[config.mk]
export PLATFORM = sky130hd
export DESIGN_NAME = keypad_scan
export DESIGN_NICKNAME = d
export VERILOG_FILES = /design/src/rtl/keypad_pkg.sv /design/src/rtl/keypad_tick.sv /design/src/rtl/keypad_scan.sv
export SDC_FILE = /design/constraint.sdc
export NUM_CORES = 1
export LEC_CHECK = 0
export CAP_MARGIN = 20
export CORE_MARGIN = 2
export CORE_UTILIZATION = 50
export CTS_CLUSTER_SIZE = 14
export DETAILED_ROUTE_END_ITERATION = 10
export GPL_TIMING_DRIVEN = 0
export PLACE_DENSITY = 0.69
export SLEW_MARGIN = 20
export SYNTH_ARGS = -nofsm -noshare
export SYNTH_HDL_FRONTEND = slang
export SYNTH_HIERARCHICAL = 1
export SYNTH_SLANG_ARGS = --single-unit
[constraint.sdc]
create_clock -name clk -period 4 [get_ports clk]
set_input_delay 0.4 -clock clk [delete_from_list [all_inputs] [get_ports clk]]
set_output_delay 0.4 -clock clk [all_outputs]
set_load 0.05 [all_outputs]
[src/rtl/keypad_pkg.sv]
// Shared types for the 4x4 keypad scanner: FSM states, frame results, key width.
package keypad_pkg;

  localparam int unsigned KEY_W = 4;

  typedef enum logic [1:0] {
    IDLE        = 2'd0,
    PRESS_CHK   = 2'd1,
    HELD        = 2'd2,
    RELEASE_CHK = 2'd3
  } state_t;

  typedef enum logic [1:0] {
    NONE  = 2'd0,
    KEY   = 2'd1,
    MULTI = 2'd2
  } result_t;

  // Key code is row*4+col, i.e. row in the upper two bits.
  function automatic logic [KEY_W-1:0] key_code(input logic [1:0] row,
                                                input logic [1:0] col);
    return {row, col};
  endfunction

endpackage

[src/rtl/keypad_tick.sv]
// Column-step strobe: one-clk pulse every SCAN_DIV clocks, stays in the clk domain.
module keypad_tick #(
  parameter int unsigned SCAN_DIV = 50000
) (
  input  logic clk,
  input  logic rst_n,
  output logic o_tick
);

  localparam int unsigned CNT_W = (SCAN_DIV > 1) ? $clog2(SCAN_DIV) : 1;
  localparam logic [CNT_W-1:0] LAST = CNT_W'(SCAN_DIV - 1);

  logic [CNT_W-1:0] r_cnt;
  logic             w_last;

  assign w_last = (r_cnt == LAST);
  assign o_tick = w_last;

  // Free-running 0..SCAN_DIV-1 counter.
  always_ff @(posedge clk or negedge rst_n) begin
    if (!rst_n) begin
      r_cnt <= '0;
    end else if (w_last) begin
      r_cnt <= '0;
    end else begin
      r_cnt <= r_cnt + CNT_W'(1);
    end
  end

endmodule

[src/rtl/keypad_scan.sv]
// 4x4 keypad scanner: drives columns, samples synced rows, debounces, rejects ghosts.
module keypad_scan
  import keypad_pkg::*;
#(
  parameter int unsigned SCAN_DIV   = 50000,
  parameter int unsigned DEBOUNCE_N = 4
) (
  input  logic             clk,
  input  logic             rst_n,
  input  logic [3:0]       i_row,
  output logic [3:0]       o_col,
  output logic [KEY_W-1:0] o_key_code,
  output logic             o_key_valid,
  output logic             o_key_held
);

  localparam logic [3:0] DB_N = 4'(DEBOUNCE_N);

  logic             w_tick;
  logic [3:0]       r_row_s1;
  logic [3:0]       r_row_s2;
  logic [1:0]       r_col_idx;
  logic [1:0]       w_col_next;
  logic [3:0]       r_col;
  logic [1:0]       r_hit_cnt;
  logic [KEY_W-1:0] r_hit_code;

  logic [1:0]       w_smp_cnt;
  logic [1:0]       w_smp_row;
  logic [2:0]       w_sum;
  logic [1:0]       w_acc_cnt;
  logic [KEY_W-1:0] w_acc_code;
  logic             w_frame_end;
  result_t          w_res;
  logic             w_match;

  state_t           r_state;
  logic [KEY_W-1:0] r_cand;
  logic [3:0]       r_dcnt;
  logic [3:0]       w_dcnt_inc;
  logic [KEY_W-1:0] r_key_code;
  logic             r_key_valid;
  logic             r_key_held;

  keypad_tick #(
    .SCAN_DIV(SCAN_DIV)
  ) u_tick (
    .clk   (clk),
    .rst_n (rst_n),
    .o_tick(w_tick)
  );

  assign w_col_next  = r_col_idx + 2'd1;
  assign w_frame_end = w_tick && (r_col_idx == 2'd3);

  // Count low rows in this column sample (saturating at 2) and pick the last one.
  always_comb begin
    w_smp_cnt = 2'd0;
    w_smp_row = 2'd0;
    for (int unsigned r = 0; r < 4; r++) begin
      if (!r_row_s2[r]) begin
        if (w_smp_cnt != 2'd2) w_smp_cnt = w_smp_cnt + 2'd1;
        w_smp_row = 2'(r);
      end
    end
    w_sum      = {1'b0, r_hit_cnt} + {1'b0, w_smp_cnt};
    w_acc_cnt  = (w_sum >= 3'd2) ? 2'd2 : w_sum[1:0];
    w_acc_code = (w_smp_cnt != 2'd0) ? key_code(w_smp_row, r_col_idx) : r_hit_code;
  end

  // Classify the frame including the column-3 sample taken this cycle.
  always_comb begin
    unique case (w_acc_cnt)
      2'd0:    w_res = NONE;
      2'd1:    w_res = KEY;
      default: w_res = MULTI;
    endcase
    w_match    = (w_res == KEY) && (w_acc_code == r_cand);
    w_dcnt_inc = r_dcnt + 4'd1;
  end

  // Row synchronizer, column drive and per-frame hit accumulation.
  always_ff @(posedge clk or negedge rst_n) begin
    if (!rst_n) begin
      r_row_s1   <= '1;
      r_row_s2   <= '1;
      r_col_idx  <= '0;
      r_col      <= 4'b1110;
      r_hit_cnt  <= '0;
      r_hit_code <= '0;
    end else begin
      r_row_s1 <= i_row;
      r_row_s2 <= r_row_s1;
      if (w_tick) begin
        r_col_idx <= w_col_next;
        r_col     <= ~(4'b0001 << w_col_next);
        if (w_frame_end) begin
          r_hit_cnt  <= '0;
          r_hit_code <= '0;
        end else begin
          r_hit_cnt  <= w_acc_cnt;
          r_hit_code <= w_acc_code;
        end
      end
    end
  end

  // Debounce FSM with registered outputs; advances only on frame close.
  always_ff @(posedge clk or negedge rst_n) begin
    if (!rst_n) begin
      r_state     <= IDLE;
      r_cand      <= '0;
      r_dcnt      <= '0;
      r_key_code  <= '0;
      r_key_valid <= 1'b0;
      r_key_held  <= 1'b0;
    end else begin
      r_key_valid <= 1'b0;
      if (w_frame_end) begin
        unique case (r_state)
          IDLE: begin
            if (w_res == KEY) begin
              r_cand  <= w_acc_code;
              r_dcnt  <= 4'd1;
              r_state <= PRESS_CHK;
            end
          end
          PRESS_CHK: begin
            if (w_match) begin
              r_dcnt <= w_dcnt_inc;
              if (w_dcnt_inc == DB_N) begin
                r_state     <= HELD;
                r_key_code  <= r_cand;
                r_key_valid <= 1'b1;
                r_key_held  <= 1'b1;
              end
            end else if (w_res == KEY) begin
              r_cand <= w_acc_code;
              r_dcnt <= 4'd1;
            end else begin
              r_state <= IDLE;
            end
          end
          HELD: begin
            if (!w_match) begin
              r_state <= RELEASE_CHK;
              r_dcnt  <= 4'd1;
            end
          end
          RELEASE_CHK: begin
            if (w_match) begin
              r_state <= HELD;
            end else begin
              r_dcnt <= w_dcnt_inc;
              if (w_dcnt_inc == DB_N) begin
                r_state    <= IDLE;
                r_key_held <= 1'b0;
              end
            end
          end
        endcase
      end
    end
  end

  assign o_col       = r_col;
  assign o_key_code  = r_key_code;
  assign o_key_valid = r_key_valid;
  assign o_key_held  = r_key_held;

endmodule
==> flow_metrics.env <==
export IMPL_yosysUniqueCellTypes=50
export IMPL_drc_errors=0
export IMPL_syn_area_sq_mm=0.00260
export IMPL_drt_first_pass_iters=5
export IMPL_cts_root_buf="clkbuf_8"
export IMPL_placed_area_sq_mm=0.00284
export IMPL_async_flop_share=1.00
export IMPL_placement_io_buffers=15
export IMPL_final_period_utilization=0.941
export IMPL_skew_ns=0.00635
export IMPL_drv_slew=0
export IMPL_wl_microns=4500
export IMPL_status="completed"
export IMPL_vias=1753
export IMPL_ys_seq_area_frac=0.506
export IMPL_yosysTopAreaCell="dfrtp_1"
export IMPL_ctsLongestPathBuffers=2
export IMPL_die_area_sq_mm=0.00580
export IMPL_synthCells=239
export IMPL_h_tree_depth=2
export IMPL_crit_fanout=6
export IMPL_clock_sinks=52
export IMPL_critPathKind="reg2reg"
export IMPL_power_leakage_nw=1.32
export IMPL_setup_tns_ns=0
export IMPL_fin_ws_ns=0.237
export IMPL_cts_tree="built"
export IMPL_drtAntennaViolNets=0
export IMPL_fin_nets=278
export IMPL_die_y_microns=76.1
export IMPL_worstMarginPinSlew_ns=0.630
export IMPL_ir_worst_vdd_uv=204
export IMPL_dp_cells=324
export IMPL_setup_violations=0
export IMPL_hp_class="in2async"
export IMPL_antenna_found_initial=0
export IMPL_drt_iter0_drc=99
export IMPL_slew_headroom=0.574
export IMPL_synth_seq_cells=52
export IMPL_power_density_mw_per_mm2=309
export IMPL_grt_max_degree=53
export IMPL_clkTransAtPathRegs_ns=0.09
export IMPL_final_cell_area_sq_mm=0.00293
export IMPL_io_pin_count=16
export IMPL_maxCapViolations=0
export IMPL_drive_gt1_frac=0.134
export IMPL_ys_warn_count=6
export IMPL_rows=26
export IMPL_area_growth_pct=12.7
export IMPL_die_x_microns=76.1
export IMPL_place_ws_ns=0.157
export IMPL_final_cell_mix="dfrtp_1, inv_1, nor2_1, nand2_1, clkdlybuf4s50_1"
export IMPL_rsz0062_at_grt="no"
export IMPL_vias_per_cell=5.28
export IMPL_nFillCells=454
export IMPL_final_common_cell="dfrtp_1"
export IMPL_cp_data_arrival_time_ns=3.95
export IMPL_core_region_area_sq_mm=0.00507
export IMPL_diodes=0
export IMPL_syn_avg_cell_area_sq_um=10.9
export IMPL_min_period_ns=3.76
export IMPL_syn_num_nets=256
export IMPL_yosysTopAreaCellShare=0.394
export IMPL_synthFlopType="dfrtp_1"
export IMPL_endpoint_kind="flip-flop"
export IMPL_grt_pass1_vias=1645
export IMPL_cts_buffers=5
export IMPL_fmaxAchievable_ghz=0.266
export IMPL_hold_viol=0
export IMPL_cp_required_ns=4.19
export IMPL_start_kind="flip-flop"
export IMPL_wl_per_cell_microns=13.5
export IMPL_grt_first_pass_wirelength_microns=7770
export IMPL_dp_hpwl_microns=3160
export IMPL_yosys_top_cells_area="dfrtp_1, dfstp_2, ha_1"
export IMPL_post_cts_buffers=0
export IMPL_fin_cells=332
export IMPL_gp_congestion=0.765
export IMPL_grt_ovfl_total=0
export IMPL_grtUsageTotal=0.166
export IMPL_start_util=0.513
export IMPL_hold_buffers=0
export IMPL_clk_latency_ns=0.30
export IMPL_synth_edf_count=0
-- registers in the layout, indices dropped and copies added, names as in the netlist, named ones only --
register and count:
r_row_s2 4, u_tick/r_cnt 16, r_state 1, r_col_idx 2, o_key_valid 1, r_row_s1 4
o_key_held 1, r_hit_cnt 2, r_dcnt 4, r_hit_code 4, o_key_code 4, r_cand 4
o_col 4
-- repair_timing --
item                       CTS  global route
resized for setup            0             0
hold endpoints to repair     0             0
setup endpoints to repair    0             3
-- metal layers --
metal / up-vias / GRT usage / share of wire
met4: 0 / 0.0564 / 0.0069
met2: 23 / 0.258 / 0.48
met3: 4 / 0.0355 / 0.029
met5: - / 0 / 0
met1: 843 / 0.232 / 0.49
li1: 883 / - / -
-- worst paths after layout --
| check | start | cells after the start | end | slack (ns) |
|---|---|---|---|---|
| setup reg to reg | r_row_s2[0]$_DFF_PN1_ | 12 | o_key_code[1]$_DFFE_PN0P_ | 0.24 |
| setup / recovery | r_row_s2[0]$_DFF_PN1_ | 12 | o_key_code[1]$_DFFE_PN0P_ | 0.24 |
| hold / removal | rst_n | 1 | r_hit_cnt[0]$_DFFE_PN0P_ | 0.12 |
| min in group clk | r_row_s1[2]$_DFF_PN1_ | 0 | r_row_s2[2]$_DFF_PN1_ | 0.36 |
| max in group asynchronous | rst_n | 1 | r_dcnt[0]$_DFFE_PN0P_ | 3.45 |
| hold reg to reg | r_row_s1[2]$_DFF_PN1_ | 0 | r_row_s2[2]$_DFF_PN1_ | 0.36 |
-- through the flow --
step | power (mW) | hold slack (ns) | utilization
after CTS | 0.918 | 0.136 | 0.577
after detailed placement | 0.610 | 0.348 | 0.559
final | 0.906 | 0.124 | 0.577
after global placement | 0.609 | 0.347 | 0.559
after floorplan | 0.586 | 0.104 | -
after global routing | 0.945 | 0.172 | 0.577
-- cell families (layout without fill, tap and decap cells) --
family / count (synthesis) / count (layout) / synth area share
XOR/XNOR: 15 / 15 / 0.0505
buffers and inverters: 26 / 49 / 0.0452
AND/OR/NAND/NOR: 87 / 87 / 0.198
AO/OA/AOI/OAI: 35 / 35 / 0.0928
multiplexers: 13 / 13 / 0.0519
flip-flops: 52 / 52 / 0.506
adder cells (fa/ha/maj): 11 / 11 / 0.0558
-- area by class of cell --
class	count	area [sq um]	area share
inverter	19	71.3	0.0243
clock inverter	1	7.51	0.00256
buffer	7	46.3	0.0158
multi-input combinational	161	1170	0.399
sequential	52	1320	0.449
timing repair buffer	15	148	0.0504
clock buffer	7	86.3	0.0295
tap	70	87.6	0.0299
-- worst max-delay path, cell delays in order, from the launching register on --
cell and delay [ns]:
dfstp_2 0.55, inv_1 0.04, ha_1 0.35, mux2i_1 0.25, ha_1 0.32, or4_1 0.40, a22oi_1 0.32, xnor2_1 0.12
nor4_2 0.30, and2_1 0.20, buf_6 0.12, nor3b_4 0.32, mux2_2 0.37
-- cells in the mapped netlist (2+ instances only) --
cell type / count
nor3_1: 3
or4_1: 2
o211ai_1: 3
a21oi_1: 8
or3_1: 2
mux2i_1: 9
clkbuf_1: 3
and3_1: 2
and4_1: 4
and2_1: 4
nor2b_1: 10
xor2_1: 9
o22ai_1: 5
mux2_2: 4
nand2b_1: 2
a32o_1: 3
a22oi_1: 2
nor2_1: 18
o21ai_0: 7
nand3_1: 7
nor4b_1: 2
xnor2_1: 6
nand2_1: 16
nand4_1: 3
ha_1: 10
inv_1: 19
nor4bb_1: 2
dfrtp_1: 41
buf_6: 2
dfstp_2: 11
-- report_power, final --
part	total [mW]	leakage, nW	internal [mW]	switching [mW]
combinational	0.0643	0.599	0.0251	0.0392
clock	0.306	0.0445	0.141	0.165
sequential	0.536	0.674	0.533	0.00289
Power figures use the tool's default switching activity.
